`src/rtl/pc_fetch_seq.sv`:
```
// Instruction fetch sequencer: PC, imem handshake,
// IF/ID output slot with one-entry skid buffer.
module pc_fetch_seq #(
  parameter logic [31:0] RESET_PC = 32'h0000_0000
) (
  input  logic        clk,
  input  logic        rst_n,
  input  logic        redirect_valid,
  input  logic [1:0]  jump_sel,
  input  logic [31:0] redirect_base,
  input  logic [31:0] branch_offset,
  input  logic [25:0] jump_target,
  input  logic [31:0] rs_value,
  input  logic        stall,
  output logic        imem_req,
  output logic [31:0] imem_addr,
  input  logic        imem_ack,
  input  logic [31:0] imem_rdata,
  output logic        if_valid,
  output logic [31:0] if_pc,
  output logic [31:0] if_instr,
  output logic        flush
);

  typedef enum logic [1:0] {
    S_RUN,
    S_WAIT,
    S_DISCARD
  } state_t;

  state_t      state;
  state_t      state_nx;
  logic [31:0] pc;
  logic [31:0] req_addr;
  logic        skid_valid;
  logic [31:0] skid_pc;
  logic [31:0] skid_instr;

  logic        taken;
  logic [31:0] target;
  logic        issue;
  logic        got;
  logic        keep;

  always_comb begin
    taken  = redirect_valid && (jump_sel != 2'b00);
    target = redirect_base;
    unique case (jump_sel)
      2'b01: target = redirect_base + (branch_offset << 2);
      2'b10: target = {redirect_base[31:28], jump_target, 2'b00};
      2'b11: target = {rs_value[31:2], 2'b00};
      default: target = redirect_base;
    endcase
  end

  always_ff @(posedge clk or negedge rst_n) begin
    if (!rst_n) state <= S_RUN;
    else        state <= state_nx;
  end

  always_comb begin
    state_nx = state;
    unique case (state)
      S_RUN: begin
        if (issue && !imem_ack) state_nx = S_WAIT;
      end
      S_WAIT: begin
        if (imem_ack)   state_nx = S_RUN;
        else if (taken) state_nx = S_DISCARD;
      end
      S_DISCARD: begin
        if (imem_ack) state_nx = S_RUN;
      end
      default: state_nx = S_RUN;
    endcase
  end

  // rst_n gates the issue so the bus is idle while reset is held
  always_comb begin
    issue     = rst_n && (state == S_RUN)
                && !skid_valid && !taken;
    imem_req  = issue || (state != S_RUN);
    imem_addr = (state == S_RUN) ? pc : req_addr;
    got       = imem_ack && imem_req;
    keep      = got && (state != S_DISCARD) && !taken;
  end

  always_ff @(posedge clk or negedge rst_n) begin
    if (!rst_n) begin
      pc         <= RESET_PC;
      req_addr   <= RESET_PC;
      flush      <= 1'b0;
      if_valid   <= 1'b0;
      if_pc      <= 32'h0;
      if_instr   <= 32'h0;
      skid_valid <= 1'b0;
      skid_pc    <= 32'h0;
      skid_instr <= 32'h0;
    end else begin
      flush <= taken;
      if (issue) req_addr <= pc;
      if (taken)     pc <= target;
      else if (keep) pc <= pc + 32'd4;
      if (taken) begin
        if_valid   <= 1'b0;
        skid_valid <= 1'b0;
      end else if (keep) begin
        if (!if_valid || !stall) begin
          if_valid <= 1'b1;
          if_pc    <= imem_addr;
          if_instr <= imem_rdata;
        end else begin
          skid_valid <= 1'b1;
          skid_pc    <= imem_addr;
          skid_instr <= imem_rdata;
        end
      end else if (!stall) begin
        if (skid_valid) begin
          if_valid   <= 1'b1;
          if_pc      <= skid_pc;
          if_instr   <= skid_instr;
          skid_valid <= 1'b0;
        end else begin
          if_valid <= 1'b0;
        end
      end
    end
  end

endmodule

```
`config.mk`:
```
export PLATFORM = sky130hd
export DESIGN_NAME = pc_fetch_seq
export DESIGN_NICKNAME = d
export VERILOG_FILES = /design/src/rtl/pc_fetch_seq.sv
export SDC_FILE = /design/constraint.sdc
export NUM_CORES = 1
export LEC_CHECK = 0
export CAP_MARGIN = 30
export CORE_ASPECT_RATIO = 1.1
export CORE_MARGIN = 10
export CORE_UTILIZATION = 55
export CTS_CLUSTER_SIZE = 24
export DETAILED_ROUTE_END_ITERATION = 10
export PLACE_DENSITY_LB_ADDON = 0.2
export REMOVE_ABC_BUFFERS = 1
export SLEW_MARGIN = 5
export SYNTH_ARGS = -nofsm -noshare
export SYNTH_HDL_FRONTEND = slang
export SYNTH_SLANG_ARGS = --single-unit
```
`constraint.sdc`:
```
create_clock -name clk -period 3.33 [get_ports clk]
set_clock_uncertainty 0.2 [all_clocks]
set_input_delay 0.4995 -clock clk [delete_from_list [all_inputs] [get_ports clk]]
set_output_delay 0.4995 -clock clk [all_outputs]
set_load 0.05 [all_outputs]
```
==> qor.csv, run 1 <==
stage,metric,value,unit
clocking,clk buf depth,2,
global_routing,Total GRT Usage,23.0,%
finish,nets@finish,1642,
finish,Multi-input gate area,5780,um^2
detailed_routing,DRT Pass-1 Iters,5,
synthesis,XOR/XNOR share of the synthesized area,3.21,%
timing,period utilization,97.0,%
synthesis,cell taking the most area after synthesis,dfrtp_1,
synthesis,Synth Register Bits,197,
timing,RSZ-0062 raised after global routing,no,
worst_setup_path,Crit Path Class,flop to output pin,
floorplanning,total die area,26500,um^2
global_routing,remaining global-route overflow,0,
power,worst vdd ir,0.314,mV
timing,fmax,310,MHz
floorplanning,core area,19900,um^2
power,pwr/cell area,654,nW/um^2
clocking,CTS tree,yes,
detailed_routing,routed length per instance,18.1,um
synthesis,adder-cell share of the synthesized area,3.53,%
floorplanning,initial core utilization,56.1,%
placement,PortBufs,255,
floorplanning,Die Wd,156,um
synthesis,most common cell in the netlist,dfrtp_1,
outcome,status,completed,
synthesis,Mapped Area,11200,um^2
synthesis,register area share after synthesis,44.1,%
detailed_routing,drt via density,5.70,
timing,Final setup violation count,0,
detailed_routing,vias after detailed routing,9785,
worst_setup_path,CP Data Required Time,2.63,ns
power,static leakage,0.00690,uW
placement,Placed Cells,1682,
synthesis,Post-synth top cells,"dfrtp_1, nand2_1, o21ai_0",
clocking,clk slew on worst S/H paths,0.07,ns
synthesis,Async SR Flop Fraction,100,%
detailed_routing,DRC viols,0,
synthesis,Synth warnings,0,
global_routing,first-pass GRT wire length,49900,um
floorplanning,Top Ports,260,
synthesis,post-synthesis compound-gate area fraction,17.1,%
run,max_cap viols,0,
floorplanning,Die Ht,170,um
timing,worst-margin pin slew,0.864,ns
worst_setup_path,CP max FO,31,
timing,worst hold slack,0.276,ns
synthesis,syn_area_per_cell,9.30,um^2
timing,Tmin final,3.23,ns
clocking,TritonCTS Buffers,17,
synthesis,simple-gate share of the synthesized area,13.6,%
worst_setup_path,Setup crit start kind,flop,
finish,storage element area,4930,um^2
synthesis,post-synth cell types,65,
timing,Fin. Hold Viols,0,
synthesis,Post-synth EDFFs,0,
worst_setup_path,CP endpoint kind,output pin,
placement,gpl congestion,0.838,
power,"Power, Total",9720,uW
finish,Finished Layout Cells,1716,
clocking,Post-CTS Setup Bufs,0,
synthesis,main combinational cell family by area after synthesis,compound AO/OA/AOI/OAI gates,
clocking,# clock sinks,197,
detailed_routing,Detailed Route Iter0 Violations,568,
timing,slew margin rel.,42.2,%
clocking,htree depth,4,
timing,"Slew Viols, Final",0,
synthesis,Cells after Synth,1203,
finish,final instance area,14900,um^2
detailed_routing,Final ANT Viol Nets,0,
global_routing,number of global-route vias before repair,9675,
clocking,Clock Latency Late Sink,0.43,ns
placement,Placement Cell Area,14200,um^2
detailed_routing,Post-Route WL,31000,um
global_routing,largest net degree at the start of global routing,157,
synthesis,mux share of post-synthesis cell area,14.1,%
placement,Detailed Place HPWL,22800,um
finish,Layout Utilization,74.6,%
clocking,CTS root buf,clkbuf_16,
finish,Filler Cell Count,1478,
synthesis,"Top FF cell, synth",dfrtp_1,
finish,layout cells sized above 1,11.0,%
finish,area grow syn2layout,32.8,%
synthesis,Yosys top cell area share,44.1,%
worst_setup_path,Worst EP arrival,2.53,ns
global_routing,initial antenna violation count,0,
min_path,min-delay worst type,flop to flop,
synthesis,Synth area leaders,"dfrtp_1, mux2i_1, mux2_2",
floorplanning,Core Rows,54,
-- critical path, stage by stage, from the launching register on --
cell	delay, ns
dfrtp_1	0.46
nor2_4	0.25
buf_12	0.27
mux2i_1	0.31
inv_1	0.07
clkdlybuf4s50_1	0.71
-- final timing paths --
path / slack [ns] / depth (start not counted) / end / start
max reg2reg: 0.56 / 8 / pc[27] / pc[8]
min in group asynchronous: 0.57 / 3 / skid_instr[12] / rst_n
min: 0.28 / 2 / if_instr[0] / if_instr[0]
min reg2reg: 0.28 / 2 / if_instr[0] / if_instr[0]
max in group asynchronous: 1.11 / 4 / req_addr[11] / rst_n
max: 0.1 / 5 / imem_addr[28] / state[1]
-- area by class of cell --
class | instances | share of cell area, %
diodes | 1 | 0.0168
repair buffers | 304 | 20.6
well taps | 252 | 2.12
clock inverters | 12 | 0.951
inverters | 47 | 1.19
clock buffers | 20 | 3.07
multi-input cells | 883 | 38.9
flip-flops and latches | 197 | 33.2
-- flip-flops by register name, indices dropped and copies added, names as in the netlist --
| register | count |
|---|---|
| if_instr | 32 |
| if_pc | 32 |
| pc | 32 |
| req_addr | 32 |
| skid_instr | 32 |
| skid_pc | 32 |
| state | 2 |
| flush | 1 |
| if_valid | 1 |
| skid_valid | 1 |
-- logic make-up (layout without fill, tap and decap cells) --
kind of cell | Yosys count | after routing
xor+xnor | 41 | 41
fa+ha+maj | 31 | 31
other cells | 0 | 1
buf+inv | 123 | 383
compound gates | 322 | 322
flops | 197 | 197
mux | 149 | 149
simple gates | 340 | 340
-- power by group --
part	leakage (uW)	switching, uW	internal [uW]
Clock	0.000282	920	1160
Sequential	0.00244	449	3110
Combinational	0.00419	2520	1560
Total	0.00690	3890	5830
-- through the flow --
stage / setup slack, ns / TNS [ns]
after floorplan: -1.96 / -161.56
after global placement: -0.214 / -1.04
after detailed placement: -0.219 / -1.16
after CTS: 0.00483 / 0
after global routing: 0.000286 / 0
final: 0.0995 / 0
-- cells in the final DEF (no fill, tap or decap), drive strengths merged, types with 24 or more instances in the layout --
master         instances
nor2                  66
xnor2                 25
dlymetal6s2s          24
nand2                181
mux2i                 81
a21oi                 75
clkdlybuf4s50        228
dfrtp                197
ha                    30
mux2                  68
inv                   51
buf                   50
o21ai                144
-- layer usage --
metal	track usage [%]	up-vias	wire length, um
li1	-	4747	-
met1	29.1	4660	13200
met2	39.0	345	15100
met3	5.80	33	2300
met4	5.09	0	433
met5	0	-	0
-- repair_timing --
action                                 4_1_cts  5_1_grt
gates resized for setup                      0       24
setup endpoints to repair                    0       24
endpoints found under the hold margin        7        0
hold buffers                                 1        0
No activity file was read; power rests on OpenSTA's default activity.
==> run 2: changes to the inputs <==
Settings changed: CTS_CLUSTER_SIZE 24 to not set.
==> results of run 2 <==
Same layout as run 1: the final DEF is identical, and so are final timing and power.
==> run 3: changes to the inputs <==
Settings changed: CAP_MARGIN 30 to 20, CORE_UTILIZATION 55 to 46.
==> qor.csv, run 3 (synthesis gave the netlist of run 1 again) <==
stage,metric,value,unit
clocking,Clock Latency Late Sink,0.43,ns
finish,final instance area,15000,um^2
floorplanning,Top Ports,260,
worst_setup_path,CP Data Required Time,2.63,ns
placement,Detailed Place HPWL,23000,um
worst_setup_path,Crit Path Class,flop to output pin,
power,worst vdd ir,0.412,mV
timing,slew margin rel.,31.4,%
floorplanning,Core Rows,59,
worst_setup_path,worst reg2reg startpoint,pc[4],
worst_setup_path,"Largest delay share family, worst path",buffers and inverters,
clocking,clk buf depth,2,
detailed_routing,Final ANT Viol Nets,0,
floorplanning,Die Ht,184,um
timing,Fin. Hold Viols,7,
worst_setup_path,CP max-delay cell,clkdlybuf4s50_1,
timing,worst hold slack,-0.0114,ns
worst_setup_path,CP max FO,18,
global_routing,Total GRT Usage,19.8,%
floorplanning,core area,23800,um^2
timing,worst-margin pin slew,1.03,ns
worst_setup_path,"Cell Chain, Critical Path","nor2_4, buf_4, mux2i_1, inv_1, clkdlybuf4s50_1",
finish,layout cells sized above 1,11.5,%
detailed_routing,Post-Route WL,31200,um
finish,area grow syn2layout,33.7,%
worst_setup_path,CP endpoint kind,output pin,
timing,RSZ-0062 raised after global routing,no,
detailed_routing,Detailed Route Iter0 Violations,742,
floorplanning,Die Wd,169,um
clocking,Post-CTS Setup Bufs,0,
placement,pre-CTS setup slack,-0.261,ns
global_routing,first-pass GRT wire length,50800,um
clocking,CTS root buf,clkbuf_16,
timing,Final setup violation count,0,
outcome,failing checks,negative hold slack,
clocking,clk slew on worst S/H paths,0.08,ns
global_routing,largest net degree at the start of global routing,147,
run,max_cap viols,0,
detailed_routing,drt via density,5.42,
detailed_routing,routed length per instance,17.6,um
detailed_routing,DRC viols,0,
worst_setup_path,Setup crit start kind,flop,
floorplanning,initial core utilization,47.1,%
worst_setup_path,CP bufs+invs,3,
finish,most frequent cells in the layout,"clkdlybuf4s50_1, dfrtp_1, nand2_1",
floorplanning,total die area,31000,um^2
detailed_routing,vias after detailed routing,9627,
timing,Tmin final,3.20,ns
worst_setup_path,Setup crit start,state[1],
power,pwr/cell area,655,nW/um^2
clocking,htree depth,4,
placement,gpl congestion,0.911,
placement,PortBufs,255,
clocking,CTS tree,yes,
global_routing,initial antenna violation count,2,
placement,Placement Cell Area,14300,um^2
global_routing,remaining global-route overflow,0,
timing,"Slew Viols, Final",0,
worst_setup_path,CP peak stage delay,0.71,ns
outcome,status,"complete, but fails checks",
finish,nets@finish,1648,
timing,fmax,312,MHz
clocking,# clock sinks,197,
detailed_routing,DRT Pass-1 Iters,4,
global_routing,number of global-route vias before repair,9740,
min_path,min-delay worst type,primary input to asynchronous set/reset pin,
power,static leakage,0.00688,uW
clocking,TritonCTS Buffers,17,
worst_setup_path,Worst EP arrival,2.50,ns
timing,period utilization,96.1,%
finish,"most common cell after layout, fill and taps aside",clkdlybuf4s50_1,
timing,final setup margin,0.130,ns
-- run 3: cell count changes in the layout (fill, tap and decap cells not counted), sizes merged, moves of 3 or more --
cell,previous run,this run
clkdlybuf4s50,228,242
buf,50,58
clkbuf,21,18
dlymetal6s2s,24,10
clkinvlp,4,1
-- run 3: path summary, 6_finish.rpt --
path / to / slack, ns / cells past startpoint
worst max-delay path: imem_addr[22] / 0.13 / 5
worst min-delay path: if_pc[2] / -0.01 / 2
worst max register to register: pc[27] / 0.65 / 8
worst min register to register: if_instr[16] / 0.28 / 2
max in group asynchronous: pc[11] / 1.68 / 3
min in group clk: if_instr[16] / 0.28 / 2
-- run 3: timing repair --
action / 4_1_cts / 5_1_grt
endpoints found under the hold margin: 0 / 0
hold buffers: 0 / 0
setup endpoints to repair: 0 / 10
resized for setup: 0 / 10
-- run 3: through the flow --
step	TNS, ns	instances	power, uW	hold slack [ns]	util [%]
2_1_floorplan	-161.56	1127	6140	0.00391	-
3_5_place_dp	-1.77	1742	7690	0.270	60.1
3_3_place_gp	-1.20	1742	7590	0.260	60.1
5_1_grt	0	1776	10400	0.0325	62.9
4_1_cts	0	1774	9890	0.0171	62.8
6_report	0	1776	9790	-0.0114	62.9
-- run 3: layout make-up --
type	instances	area [um^2]
clock inverters	14	189
flip-flops and latches	197	4930
repair buffers	310	3050
clock buffers	18	439
diodes	2	5.00
inverters	47	176
multi-input cells	883	5780
fillers	2053	8810
well taps	305	382
-- run 3: worst reg2reg max path, stage by stage, from the launching register on --
cell	delay (ns)
dfrtp_1	0.44
nand3_1	0.20
nor2_1	0.37
and4_1	0.32
nand2b_1	0.15
nor4_2	0.22
mux2i_1	0.36
o311a_1	0.22
a22o_1	0.13
-- run 3: where the power goes --
part	total (uW)	internal, uW	switching, uW
logic	4070	1560	2510
registers	3540	3110	435
clock network	2180	1230	951
-- run 3: routing by layer --
metal | GRT usage, % | part of all wire (%) | vias to the layer above
li1 | - | - | 4762
met1 | 25.6 | 44 | 4536
met2 | 32.4 | 48 | 301
met3 | 4.49 | 6.5 | 28
met4 | 5.92 | 1.3 | 0
met5 | 0 | 0 | -
